File: config.mk
export PLATFORM = sky130hd
export DESIGN_NAME = sample_window_framer_flat
export DESIGN_NICKNAME = d
export VERILOG_FILES = /design/src/rtl/sample_window_framer_if.sv /design/src/rtl/sample_window_framer.sv /design/src/flat_wrapper.sv
export SDC_FILE = /design/constraint.sdc
export NUM_CORES = 1
export LEC_CHECK = 0
export CAP_MARGIN = 20
export CORE_ASPECT_RATIO = 1.1
export CORE_MARGIN = 1
export CORE_UTILIZATION = 45
export DETAILED_ROUTE_END_ITERATION = 7
export PLACE_DENSITY_LB_ADDON = 0.15
export SLEW_MARGIN = 20
export SYNTH_ARGS = -nofsm -noshare
export SYNTH_HDL_FRONTEND = slang
export SYNTH_SLANG_ARGS = --single-unit
export TNS_END_PERCENT = 5
File: constraint.sdc
create_clock -name clk_i -period 2.4 [get_ports clk_i]
set_input_delay 0.24 -clock clk_i [delete_from_list [all_inputs] [get_ports clk_i]]
set_output_delay 0.24 -clock clk_i [all_outputs]
set_load 0.005 [all_outputs]
File: src/rtl/sample_window_framer_if.sv
// sample_window_framer_if
// Sample stream handshake between the sound-sample source and the framer.
//   sound_valid_i : source offers a sample this cycle
//   sound_ch_i    : channel index of the offered sample (CH_W bits)
//   sound_ready_o : framer accepts the sample (accept = valid & ready)
// modport master : sample source side
// modport slave  : framer side
interface sample_window_framer_if #(
  parameter int CH_W = 1
);
  logic            sound_valid_i;
  logic [CH_W-1:0] sound_ch_i;
  logic            sound_ready_o;

  modport master (output sound_valid_i, output sound_ch_i, input sound_ready_o);
  modport slave  (input sound_valid_i, input sound_ch_i, output sound_ready_o);
endinterface

File: src/rtl/sample_window_framer.sv
// sample_window_framer
// Counts accepted multi-channel sample frames against a runtime-selected
// window length, pulses window_done_o on completion, then holds the CAR RAM
// clear strobe for CLEAR_CYCLES cycles (with back-pressure) before re-arming
// (continuous mode) or returning to idle (one-shot mode).
// Ports:
//   clk_i, rst_ni     : clock (rising edge), async active-low reset
//   enable_i          : arm/run; low aborts the current window
//   continuous_i      : 1 = re-arm after each window, 0 = one-shot
//   win_len_i         : window length in frames, 0 selects TOTAL_SAMPLES
//   snd               : sample handshake (slave side)
//   count_samples_o   : completed frames in the current window
//   ch_idx_o          : next expected channel
//   window_done_o     : one-cycle pulse per completed window
//   reset_car_rams_o  : CAR RAM clear strobe
//   seq_err_o         : sticky channel-order error
//   busy_o            : framer not idle
module sample_window_framer #(
  parameter int SAMPLING_RATE = 48,
  parameter int TIME_WINDOW   = 10,
  parameter int NUM_CH        = 1,
  parameter int CNT_W         = 16,
  parameter int CLEAR_CYCLES  = 4,
  localparam int CH_W         = (NUM_CH > 1) ? $clog2(NUM_CH) : 1
) (
  input  logic                         clk_i,
  input  logic                         rst_ni,
  input  logic                         enable_i,
  input  logic                         continuous_i,
  input  logic [CNT_W-1:0]             win_len_i,
  sample_window_framer_if.slave        snd,
  output logic [CNT_W-1:0]             count_samples_o,
  output logic [CH_W-1:0]              ch_idx_o,
  output logic                         window_done_o,
  output logic                         reset_car_rams_o,
  output logic                         seq_err_o,
  output logic                         busy_o
);

  localparam longint TOTAL_SAMPLES = longint'(SAMPLING_RATE) * longint'(TIME_WINDOW);
  localparam longint CNT_MAX       = (longint'(1) << CNT_W) - longint'(1);
  localparam int     FL_W          = (CLEAR_CYCLES > 1) ? $clog2(CLEAR_CYCLES) : 1;

  localparam logic [CNT_W-1:0] TOTAL_CNT = CNT_W'(TOTAL_SAMPLES);
  localparam logic [CNT_W-1:0] CNT_ONE   = CNT_W'(1);
  localparam logic [CH_W-1:0]  LAST_CH   = CH_W'(NUM_CH - 1);
  localparam logic [CH_W-1:0]  CH_ONE    = CH_W'(1);
  localparam logic [FL_W-1:0]  LAST_FL   = FL_W'(CLEAR_CYCLES - 1);
  localparam logic [FL_W-1:0]  FL_ONE    = FL_W'(1);

  if (TOTAL_SAMPLES > CNT_MAX) begin : g_bad_cnt_w
    $error("sample_window_framer: TOTAL_SAMPLES does not fit in CNT_W bits");
  end
  if (NUM_CH < 1) begin : g_bad_num_ch
    $error("sample_window_framer: NUM_CH must be at least 1");
  end
  if (CLEAR_CYCLES < 1) begin : g_bad_clear
    $error("sample_window_framer: CLEAR_CYCLES must be at least 1");
  end

  typedef enum logic [1:0] {IDLE = 2'd0, COUNT = 2'd1, FLUSH = 2'd2} state_t;

  state_t           state_r, state_s;
  logic [CNT_W-1:0] count_r, count_s;
  logic [CH_W-1:0]  ch_r, ch_s;
  logic [CNT_W-1:0] len_r, len_s;
  logic [FL_W-1:0]  flush_r, flush_s;
  logic             seq_err_r, seq_err_s;
  logic             aborted_r, aborted_s;
  logic             done_s;
  logic             ready_r, done_r, rams_r, busy_r;
  logic [CNT_W-1:0] latch_len_s;
  logic [CNT_W-1:0] count_inc_s;

  assign latch_len_s = (win_len_i == {CNT_W{1'b0}}) ? TOTAL_CNT : win_len_i;
  assign count_inc_s = count_r + CNT_ONE;

  // Next-state and next-counter logic for the IDLE/COUNT/FLUSH sequencer.
  always_comb begin
    state_s   = state_r;
    count_s   = count_r;
    ch_s      = ch_r;
    len_s     = len_r;
    flush_s   = flush_r;
    seq_err_s = seq_err_r;
    aborted_s = aborted_r;
    done_s    = 1'b0;
    case (state_r)
      IDLE: begin
        if (enable_i) begin
          state_s   = COUNT;
          len_s     = latch_len_s;
          count_s   = {CNT_W{1'b0}};
          ch_s      = {CH_W{1'b0}};
          seq_err_s = 1'b0;
          aborted_s = 1'b0;
        end else begin
          state_s = IDLE;
        end
      end
      COUNT: begin
        // An abort wins over a sample offered in the same cycle.
        if (!enable_i) begin
          state_s   = FLUSH;
          flush_s   = {FL_W{1'b0}};
          aborted_s = 1'b1;
        end else if (snd.sound_valid_i) begin
          if (snd.sound_ch_i != ch_r) begin
            seq_err_s = 1'b1;
          end else if (ch_r != LAST_CH) begin
            ch_s = ch_r + CH_ONE;
          end else begin
            ch_s    = {CH_W{1'b0}};
            count_s = count_inc_s;
            if (count_inc_s == len_r) begin
              state_s   = FLUSH;
              flush_s   = {FL_W{1'b0}};
              aborted_s = 1'b0;
              done_s    = 1'b1;
            end else begin
              state_s = COUNT;
            end
          end
        end else begin
          state_s = COUNT;
        end
      end
      FLUSH: begin
        // count_samples_o keeps the final count until the last clear cycle.
        if (flush_r == LAST_FL) begin
          count_s = {CNT_W{1'b0}};
          ch_s    = {CH_W{1'b0}};
          if (enable_i && continuous_i && !aborted_r) begin
            state_s = COUNT;
            len_s   = latch_len_s;
          end else begin
            state_s = IDLE;
          end
        end else begin
          flush_s = flush_r + FL_ONE;
        end
      end
      default: begin
        state_s = IDLE;
      end
    endcase
  end

  // State, counters and registered outputs; outputs follow the next state.
  always_ff @(posedge clk_i or negedge rst_ni) begin
    if (!rst_ni) begin
      state_r   <= IDLE;
      count_r   <= {CNT_W{1'b0}};
      ch_r      <= {CH_W{1'b0}};
      len_r     <= {CNT_W{1'b0}};
      flush_r   <= {FL_W{1'b0}};
      seq_err_r <= 1'b0;
      aborted_r <= 1'b0;
      ready_r   <= 1'b0;
      done_r    <= 1'b0;
      rams_r    <= 1'b0;
      busy_r    <= 1'b0;
    end else begin
      state_r   <= state_s;
      count_r   <= count_s;
      ch_r      <= ch_s;
      len_r     <= len_s;
      flush_r   <= flush_s;
      seq_err_r <= seq_err_s;
      aborted_r <= aborted_s;
      ready_r   <= (state_s == COUNT);
      done_r    <= done_s;
      rams_r    <= (state_s == FLUSH);
      busy_r    <= (state_s != IDLE);
    end
  end

  assign snd.sound_ready_o = ready_r;
  assign count_samples_o   = count_r;
  assign ch_idx_o          = ch_r;
  assign window_done_o     = done_r;
  assign reset_car_rams_o  = rams_r;
  assign seq_err_o         = seq_err_r;
  assign busy_o            = busy_r;

endmodule

File: src/flat_wrapper.sv
// flat-port wrapper written by rule: the top's interface ports become plain ports
module sample_window_framer_flat 
#(
  parameter int SAMPLING_RATE = 48,
  parameter int TIME_WINDOW   = 10,
  parameter int NUM_CH        = 1,
  parameter int CNT_W         = 16,
  parameter int CLEAR_CYCLES  = 4,
  localparam int CH_W         = (NUM_CH > 1) ? $clog2(NUM_CH) : 1
)
  (clk_i, rst_ni, enable_i, continuous_i, win_len_i, count_samples_o, ch_idx_o, window_done_o, reset_car_rams_o, seq_err_o, busy_o, snd_sound_valid_i, snd_sound_ch_i, snd_sound_ready_o);
  sample_window_framer_if #(.CH_W(1)) snd_i ();
  input  logic clk_i;
  input  logic rst_ni;
  input  logic enable_i;
  input  logic continuous_i;
  input  logic [CNT_W-1:0] win_len_i;
  output logic [CNT_W-1:0] count_samples_o;
  output logic [CH_W-1:0] ch_idx_o;
  output logic window_done_o;
  output logic reset_car_rams_o;
  output logic seq_err_o;
  output logic busy_o;
  input wire logic [$bits(snd_i.sound_valid_i)-1:0] snd_sound_valid_i;
  input wire logic [$bits(snd_i.sound_ch_i)-1:0] snd_sound_ch_i;
  output wire logic [$bits(snd_i.sound_ready_o)-1:0] snd_sound_ready_o;
  assign snd_i.sound_valid_i = snd_sound_valid_i;
  assign snd_i.sound_ch_i = snd_sound_ch_i;
  assign snd_sound_ready_o = snd_i.sound_ready_o;
  sample_window_framer #(.SAMPLING_RATE(SAMPLING_RATE), .TIME_WINDOW(TIME_WINDOW), .NUM_CH(NUM_CH), .CNT_W(CNT_W), .CLEAR_CYCLES(CLEAR_CYCLES)) u_core (.clk_i(clk_i), .rst_ni(rst_ni), .enable_i(enable_i), .continuous_i(continuous_i), .win_len_i(win_len_i), .snd(snd_i), .count_samples_o(count_samples_o), .ch_idx_o(ch_idx_o), .window_done_o(window_done_o), .reset_car_rams_o(reset_car_rams_o), .seq_err_o(seq_err_o), .busy_o(busy_o));
endmodule
# == Word-level counts from Yosys, hierarchy flattened ==
# Cells that the tools add are included.
# op_classes
n_addsub,3
muxes,51
n_eq_ne,20
n_reduce_logical,16
# ops
operator,n
$mux W16,10
$pmux W16 S3,1
$pmux W16 S2,1
$mux W2,12
$mux W1,22
$reduce_and A6 Y1,3
$add A16 B1 Y16 const B,1
$eq A16 B16 Y1,1
$logic_not A16 Y1,1
$ne A2 B2 Y1 const B,6
$ne A3 B3 Y1 const B,3
$reduce_bool A2 Y1,4
$reduce_and A7 Y1,1
$eq A2 B2 Y1 const B,3
$ne A2 B1 Y1 const B,3
$pmux W2 S3,1
$reduce_and A5 Y1,1
$eq A2 B1 Y1 const B,2
$pmux W1 S2,2
$pmux W2 S2,1
$reduce_and A4 Y1,1
$ne A3 B2 Y1 const B,1
$pmux W1 S3,1
$reduce_bool A3 Y1,1
6 further kinds,7
# totals
in_bits,22
regBits,43
out_inout_bits,22
word_cells,101

# == Depth between registers and ports, before layout ==
# Gate-level depths: netlist of run 1.
# logic_depth
word_depth,9
depth_mapped,8
mapped_depth_nobuf,7

# == Worst setup path after synthesis of run 1 ==
# No wires, ideal clock.
# synth_path
kind,reg2reg
from,reg u_core.count_r[0] (netlist: u_core.count_samples_o[0])
to,reg u_core.flush_r[0]
setup_time_ns,0.120
period_less_slack_ns,2.243
path_slack_ns,0.157
required_ns,2.280
n_path_buf,0
path_stages_with_launch,8
arrival_ns,2.123
cell_sequence,dfrtp_1 -> ha_1 -> nand3_1 -> nor4_4 -> nand3b_1 -> a2111oi_4 -> a41oi_1 -> a31o_1
# synth_between
elab_chain_cells,4
# synth_lines
element,line_no,rtl
from (decl),sample_window_framer.sv:64,"logic [CNT_W-1:0] count_r, count_s;"
from (signal assigned),sample_window_framer.sv:153,count_r <= {CNT_W{1'b0}};
from (signal assigned),sample_window_framer.sv:165,count_r <= count_s;
$add A16 B1 Y16,sample_window_framer.sv:76,assign count_inc_s = count_r + CNT_ONE;
$eq A16 B16 Y1,sample_window_framer.sv:115,if (count_inc_s == len_r) begin
$ne A3 B2 Y1 (no source line),--,
$reduce_and A6 Y1 (no source line),--,
to (signal assigned),sample_window_framer.sv:156,flush_r <= {FL_W{1'b0}};
to (signal assigned),sample_window_framer.sv:168,flush_r <= flush_s;
to (decl),sample_window_framer.sv:67,"logic [FL_W-1:0] flush_r, flush_s;"
# Every way passes these cells.
# A chain may end at the register's enable or synchronous reset.

# == Worst setup path in the final report of run 1 ==
# layout_path
from,reg u_core.count_r[1] (netlist: u_core.count_samples_o[1])
to,reg u_core.done_r (netlist: u_core.window_done_o)
# layout_between
elab_chain_cells,8
# layout_lines
element,line_no,rtl
$add A16 B1 Y16,sample_window_framer.sv:76,
$eq A16 B16 Y1,sample_window_framer.sv:115,
$mux W1,sample_window_framer.sv:115,
$mux W1,sample_window_framer.sv:110,end else if (ch_r != LAST_CH) begin
$mux W1,sample_window_framer.sv:108,if (snd.sound_ch_i != ch_r) begin
$mux W1,sample_window_framer.sv:107,end else if (snd.sound_valid_i) begin
$mux W1,sample_window_framer.sv:103,if (!enable_i) begin
$mux W1,sample_window_framer.sv:88,case (state_r)
via u_core.done_s,sample_window_framer.sv:70,logic done_s;
to (signal assigned),sample_window_framer.sv:172,done_r <= done_s;
to (decl),sample_window_framer.sv:71,"logic ready_r, done_r, rams_r, busy_r;"
# The timed path passes the listed nets, and every way through them passes these cells.

==> results of run 1 <==
## routing by layer
layer	vias up	part of all wire [%]	GRT usage (%)
li1	1050	-	-
met1	1078	46	30.37
met2	55	50	38.04
met3	4	3.6	3.914
met4	0	0.63	6.667
met5	-	0	0
## timing repair
action,CTS,global route
endpoints found under the setup margin,0,5
resized for setup,0,5
setup buffers,0,1
## worst paths after layout
path / start / to / slack (ns) / depth (start not counted)
min in group clk_i: win_len_i[4] / u_core.len_r[4] / 0.51 / 3
worst max-delay path: u_core.count_samples_o[1] / u_core.window_done_o / 0.09 / 8
worst min register to register: u_core.len_r[3] / u_core.len_r[3] / 0.53 / 1
worst min-delay path: rst_ni / u_core.count_samples_o[3] / 0.06 / 1
worst max register to register: u_core.count_samples_o[1] / u_core.window_done_o / 0.09 / 8
max in group asynchronous: rst_ni / u_core.count_samples_o[2] / 1.74 / 1
## final cells by class
class	count	area share [%]
Clock buffer	6	2.594
Clock inverter	2	1.887
Inverter	7	0.8255
Multi-Input combinational cell	192	41.98
Sequential cell	42	33.06
Tap cell	72	2.830
Timing Repair Buffer	58	16.82
## Yosys cell counts (2+ instances only)
cell / instances
o22a_1: 4
nand2b_1: 6
clkbuf_1: 7
inv_1: 7
nand3_1: 6
buf_2: 4
o21ai_0: 22
a31o_1: 4
a31oi_1: 3
nor2b_1: 6
mux2i_1: 2
nor2_1: 9
and3_1: 4
o21a_1: 2
ha_1: 2
nand2_1: 33
o211ai_1: 3
xnor2_1: 13
xor2_1: 5
dfrtp_1: 42
nor3_1: 5
nor3b_1: 3
nor4_1: 5
a22o_1: 11
nand4_1: 3
nand3b_1: 3
o31ai_1: 6
nor4_2: 2
nor4_4: 2
o22ai_1: 3
nand4_2: 2
a21oi_1: 3
## sequential cells by signal (all words and copies together), names as in the netlist, 2 cells and up
signal / flops
u_core.count_samples_o: 16
u_core.flush_r: 2
u_core.len_r: 16
u_core.state_r: 2
## power by group through the flow
| stage | combinational, mW | clock (mW) | sequential [mW] |
|---|---|---|---|
| after floorplan | 0.761 | 0 | 1.06 |
| after global placement | 1.01 | 0 | 1.14 |
| after detailed placement | 1.03 | 0 | 1.14 |
| after CTS | 1.04 | 0.706 | 1.12 |
| after global routing | 1.16 | 0.747 | 1.16 |
| final | 1.03 | 0.693 | 1.13 |
## worst max-delay path, cell delays in order, from the launching register on
cell and delay (ns):
dfrtp_1 0.36, buf_4 0.13, nand4_2 0.20, nor3_1 0.44, xnor2_1 0.17, a2111oi_4 0.40
nand4_2 0.21, buf_4 0.18, nor2_1 0.12
## cells by family after synthesis
family                     synth area share, %
and+or+nand+nor                          22.70
AOI/OAI and AO/OA                        22.24
DFF                                      42.75
buffers and inverters                    3.919
xor gates and xnor gates                 6.412
adders and majority gates                1.018
muxes                                   0.8143
other                                   0.1525
## through the flow
step                setup TNS [ns]  utilization [%]  hold slack [ns]  power, mW
global placement                 0            58.55           0.4296      2.152
detailed placement               0            58.55           0.4275      2.168
floorplan                        0                -         -0.05559      1.824
global route              -0.04760            61.99           0.1369      3.063
CTS                              0            61.33           0.1052      2.870
finish                           0            61.99          0.05572      2.858
## cell usage in the layout (no fill, tap or decap), types with 3 or more instances in the layout
cell | synthesis | final
a21oi_1 | 3 | 3
a22o_1 | 11 | 11
a31o_1 | 4 | 4
a31oi_1 | 3 | 3
and3_1 | 4 | 4
buf_4 | 1 | 16
clkbuf_8 | 0 | 6
clkdlybuf4s50_1 | 0 | 41
dfrtp_1 | 42 | 41
inv_1 | 7 | 7
nand2_1 | 33 | 33
nand2b_1 | 6 | 6
nand3_1 | 6 | 5
nand3b_1 | 3 | 3
nand4_1 | 3 | 3
nor2_1 | 9 | 9
nor2b_1 | 6 | 6
nor3_1 | 5 | 5
nor3b_1 | 3 | 3
nor4_1 | 5 | 5
nor4_4 | 2 | 4
o211ai_1 | 3 | 3
o21ai_0 | 22 | 22
o22a_1 | 4 | 4
o22ai_1 | 3 | 3
o31ai_1 | 6 | 6
xnor2_1 | 13 | 13
xor2_1 | 5 | 5
==> results.json, run 1 <==
{
  "status": "complete, no violations",
  "dpl.hpwl_um": 4507,
  "timing.fmax_mhz": 432.6,
  "grtUsageTotal_pct": 22.86,
  "p_leak_nw": 1.305,
  "ys_warn_count": 0,
  "design_area_um2": 3183,
  "clkLatencyLatePin_ns": 0.29,
  "p_switching_mw": 0.9514,
  "ios": 44,
  "clk_pin_slew_worst_paths_ns": 0.09,
  "slew_headroom_pct": 40.00,
  "fin_crit_sh_pct": 96.31,
  "drt-wirelength-per-cell_um": 15.82,
  "synth-main-ff-cell": "dfrtp_1",
  "start_util_pct": 47.88,
  "yosysTopAreaCell": "dfrtp_1",
  "diodes": 0,
  "p_per_area_nw_per_um2": 897.7,
  "post_dp_cell_area_um2": 3007,
  "die_area_um2": 5764,
  "ctsHoldBuffers": 0,
  "drive_gt1_share_pct": 12.38,
  "area_growth_pct": 29.47,
  "syn-cell-area_um2": 2459,
  "vias": 2187,
  "antenna_found_initial": 0,
  "rows": 27,
  "ys_seq_elements": 42,
  "synth_nets": 279,
  "pre_cts_ws_ns": 0.1024,
  "gr-total-overflow": 0,
  "drc": 0,
  "grt_max_degree": 43,
  "tightest_slew_ns": 0.9000,
  "clk_path_buf_depth": 2,
  "swShare_pct": 33.29,
  "vias_per_cell": 5.770,
  "ys_seq_area_share_pct": 42.75,
  "drv_cap": 0,
  "critPathRequiredTime_ns": 2.61,
  "drtAntennaViolNets": 0,
  "dp.cells": 370,
  "regArea_um2": 1052,
  "seqPwrFrac_pct": 39.5,
  "postSynth.asyncResetShare_pct": 100.0,
  "fin_nets": 330,
  "cts_tree": "built",
  "setup_viol": 0,
  "start_kind": "flop",
  "hold_viol_final": 0,
  "grt_pass1_vias": 2052,
  "drtPass1Iterations": 4,
  "totalWireLength_um": 5996,
  "synth_edf_count": 0,
  "final_max_slew_viol_count": 0,
  "clkSinkCount": 42,
  "drt-initial-drc-count": 89,
  "synth.area.top_cells": "dfrtp_1 43%, nand2_1 5.0%, xnor2_1 4.6%",
  "io_buffers": 42,
  "p_comb_share_pct": 36.2,
  "cts-root-buf": "clkbuf_8",
  "synth_cells": 255,
  "synth.distinct_cells": 55,
  "p_clk_share_pct": 24.2,
  "period_needed_ns": 2.311,
  "cts_htree_levels": 2,
  "die_h_um": 79.53,
  "hold_class": "in2async",
  "netlist.area_leader.share_pct": 42.75,
  "cts_made_buffers": 5,
  "fin_cells": 379,
  "peakVddDrop_v": 0.0005308,
  "fin_ws_ns": 0.08863,
  "internal-power_mw": 1.906,
  "syn_avg_cell_area_um2": 9.642,
  "die_w_um": 72.48,
  "grt_pass1_wl_um": 9956,
  "skew_ns": 0.007155,
  "arrival_ns": 2.53,
  "cp_max_fo": 5,
  "coreArea_um2": 5135,
  "path_class": "reg2reg",
  "multi_input_area_um2": 1336,
  "gp_congestion": 0.8825,
  "fillers": 463,
  "end_kind": "flop"
}
No activity file was read; power rests on OpenSTA's default activity.
==> run 2, diff against run 1 <==
--- a/config.mk
+++ b/config.mk
@@ -10,4 +10,5 @@
 export CORE_MARGIN = 1
 export CORE_UTILIZATION = 45
+export CTS_BUF_LIST = sky130_fd_sc_hd__clkbuf_8
 export DETAILED_ROUTE_END_ITERATION = 7
 export PLACE_DENSITY_LB_ADDON = 0.15
==> constraint.sdc (replaced) <==
create_clock -name clk_i -period 2.4 [get_ports clk_i]
set_input_delay 0.48 -clock clk_i [delete_from_list [all_inputs] [get_ports clk_i]]
set_output_delay 0.48 -clock clk_i [all_outputs]
set_load 0.005 [all_outputs]
==> results.json, run 2 (synthesis results as in run 1) <==
{
  "status": "complete, no violations",
  "drt-wirelength-per-cell_um": 14.97,
  "cts_htree_levels": 2,
  "antenna_found_initial": 0,
  "hold_viol_final": 0,
  "layout_common_cells": "42 x dfrtp_1, 41 x clkdlybuf4s50_1, 33 x nand2_1",
  "grtUsageTotal_pct": 22.85,
  "vias": 2173,
  "fin_cells": 390,
  "tightest_slew_ns": 0.5717,
  "p_leak_nw": 1.310,
  "dpl.hpwl_um": 4576,
  "timing.fmax_mhz": 448.5,
  "worstHoldPathCells": 2,
  "start_kind": "flop",
  "cts-root-buf": "clkbuf_8",
  "gr-total-overflow": 0,
  "diodes": 0,
  "peakVddDrop_v": 0.0006847,
  "layout_commonest_cell": "dfrtp_1",
  "io_buffers": 42,
  "end_kind": "flop",
  "arrival_ns": 2.42,
  "die_area_um2": 5764,
  "rows": 27,
  "ios": 44,
  "drt-initial-drc-count": 157,
  "grt_max_degree": 21,
  "post_dp_cell_area_um2": 3082,
  "design_area_um2": 3217,
  "critPathRequiredTime_ns": 2.59,
  "gp_congestion": 0.8373,
  "dp.cells": 380,
  "hold_class": "reg2reg",
  "drc": 0,
  "fin_nets": 341,
  "period_needed_ns": 2.230,
  "final_max_slew_viol_count": 0,
  "grt_pass1_vias": 2062,
  "setup_viol": 0,
  "slew_headroom_pct": 61.89,
  "fillers": 471,
  "die_w_um": 72.48,
  "drive_gt1_share_pct": 14.47,
  "vias_per_cell": 5.572,
  "drtAntennaViolNets": 0,
  "cts_made_buffers": 5,
  "cp_max_fo": 6,
  "totalWireLength_um": 5837,
  "cts_tree": "built",
  "p_per_area_nw_per_um2": 850.0,
  "skew_ns": 0.007951,
  "clk_pin_slew_worst_paths_ns": 0.08,
  "rr_worst_depth": 7,
  "drtPass1Iterations": 4,
  "start_util_pct": 47.88,
  "clkLatencyLatePin_ns": 0.30,
  "fin_crit_sh_pct": 92.91,
  "grt_pass1_wl_um": 9936,
  "drv_cap": 0,
  "die_h_um": 79.53,
  "clk_path_buf_depth": 2,
  "path_class": "reg2reg",
  "rsz0062_at_grt": "false",
  "area_growth_pct": 30.84,
  "coreArea_um2": 5135,
  "clkSinkCount": 42
}
[run 2: layout make-up]
class                           count  area, um2  area share, %
Clock buffer                        5      68.82          2.139
Clock inverter                      3      41.29          1.284
Inverter                            7      26.28         0.8168
Multi-Input combinational cell    192       1319          41.00
Sequential cell                    42       1051          32.67
Tap cell                           72      90.09          2.800
Timing Repair Buffer               69      620.6          19.29
[run 2: final timing paths]
| check | start | end | slack (ns) |
|---|---|---|---|
| max | u_core.count_samples_o[3] | u_core.aborted_r | 0.17 |
| min | u_core.len_r[4] | u_core.len_r[4] | 0.52 |
| max reg2reg | u_core.count_samples_o[3] | u_core.aborted_r | 0.17 |
| min reg2reg | u_core.len_r[4] | u_core.len_r[4] | 0.52 |
| max in group asynchronous | rst_ni | u_core.flush_r[1] | 1.38 |
| min in group asynchronous | rst_ni | u_core.count_samples_o[3] | 0.53 |
[run 2: where the power goes]
group	leakage [nW]	internal [mW]	switching, mW
registers	0.541	0.915	0.215
logic	0.713	0.564	0.484
clock network	0.0556	0.306	0.250
total	1.31	1.79	0.949
[run 2: per-layer routing]
metal / global-route usage (%) / share of wire [%] / vias to the layer above
li1: - / - / 1077
met1: 29.88 / 47 / 1029
met2: 36.45 / 48 / 58
met3: 4.924 / 3.6 / 9
met4: 9.608 / 1.5 / 0
met5: 0 / 0 / -
[run 2: timing repair]
action | CTS | global route
hold buffers | 1 | 0
buffers inserted | 0 | 1
endpoints found under the hold margin | 5 | 0
setup endpoints to repair | 0 | 6
resized for setup | 0 | 2
[run 2: worst max-delay path, cell delays in order, from the launching register on]
cell and delay, ns:
dfrtp_1 0.48, nand4_2 0.24, buf_4 0.22, nor4_2 0.37, xnor2_1 0.14, nor3_2 0.18, nand4_2 0.21, a31o_1 0.27
[run 2: stage by stage]
step	worst slack, ns	setup TNS [ns]	utilization [%]	hold slack, ns	power (mW)
3_3_place_gp	0.01603	0	60.01	0.3203	2.170
4_1_cts	0.1295	0	62.35	0.5216	2.752
3_5_place_dp	-0.05544	-0.1863	60.01	0.3191	2.190
2_1_floorplan	0.1573	0	-	0.1844	1.824
5_1_grt	0.01806	0	62.65	0.5550	2.921
6_report	0.1702	0	62.65	0.5159	2.734
==> run 3, diff against run 2 <==
- TNS_END_PERCENT: 5 -> 1
==> results of run 3 <==
The final DEF is identical to that of run 2; final timing and power are the same.
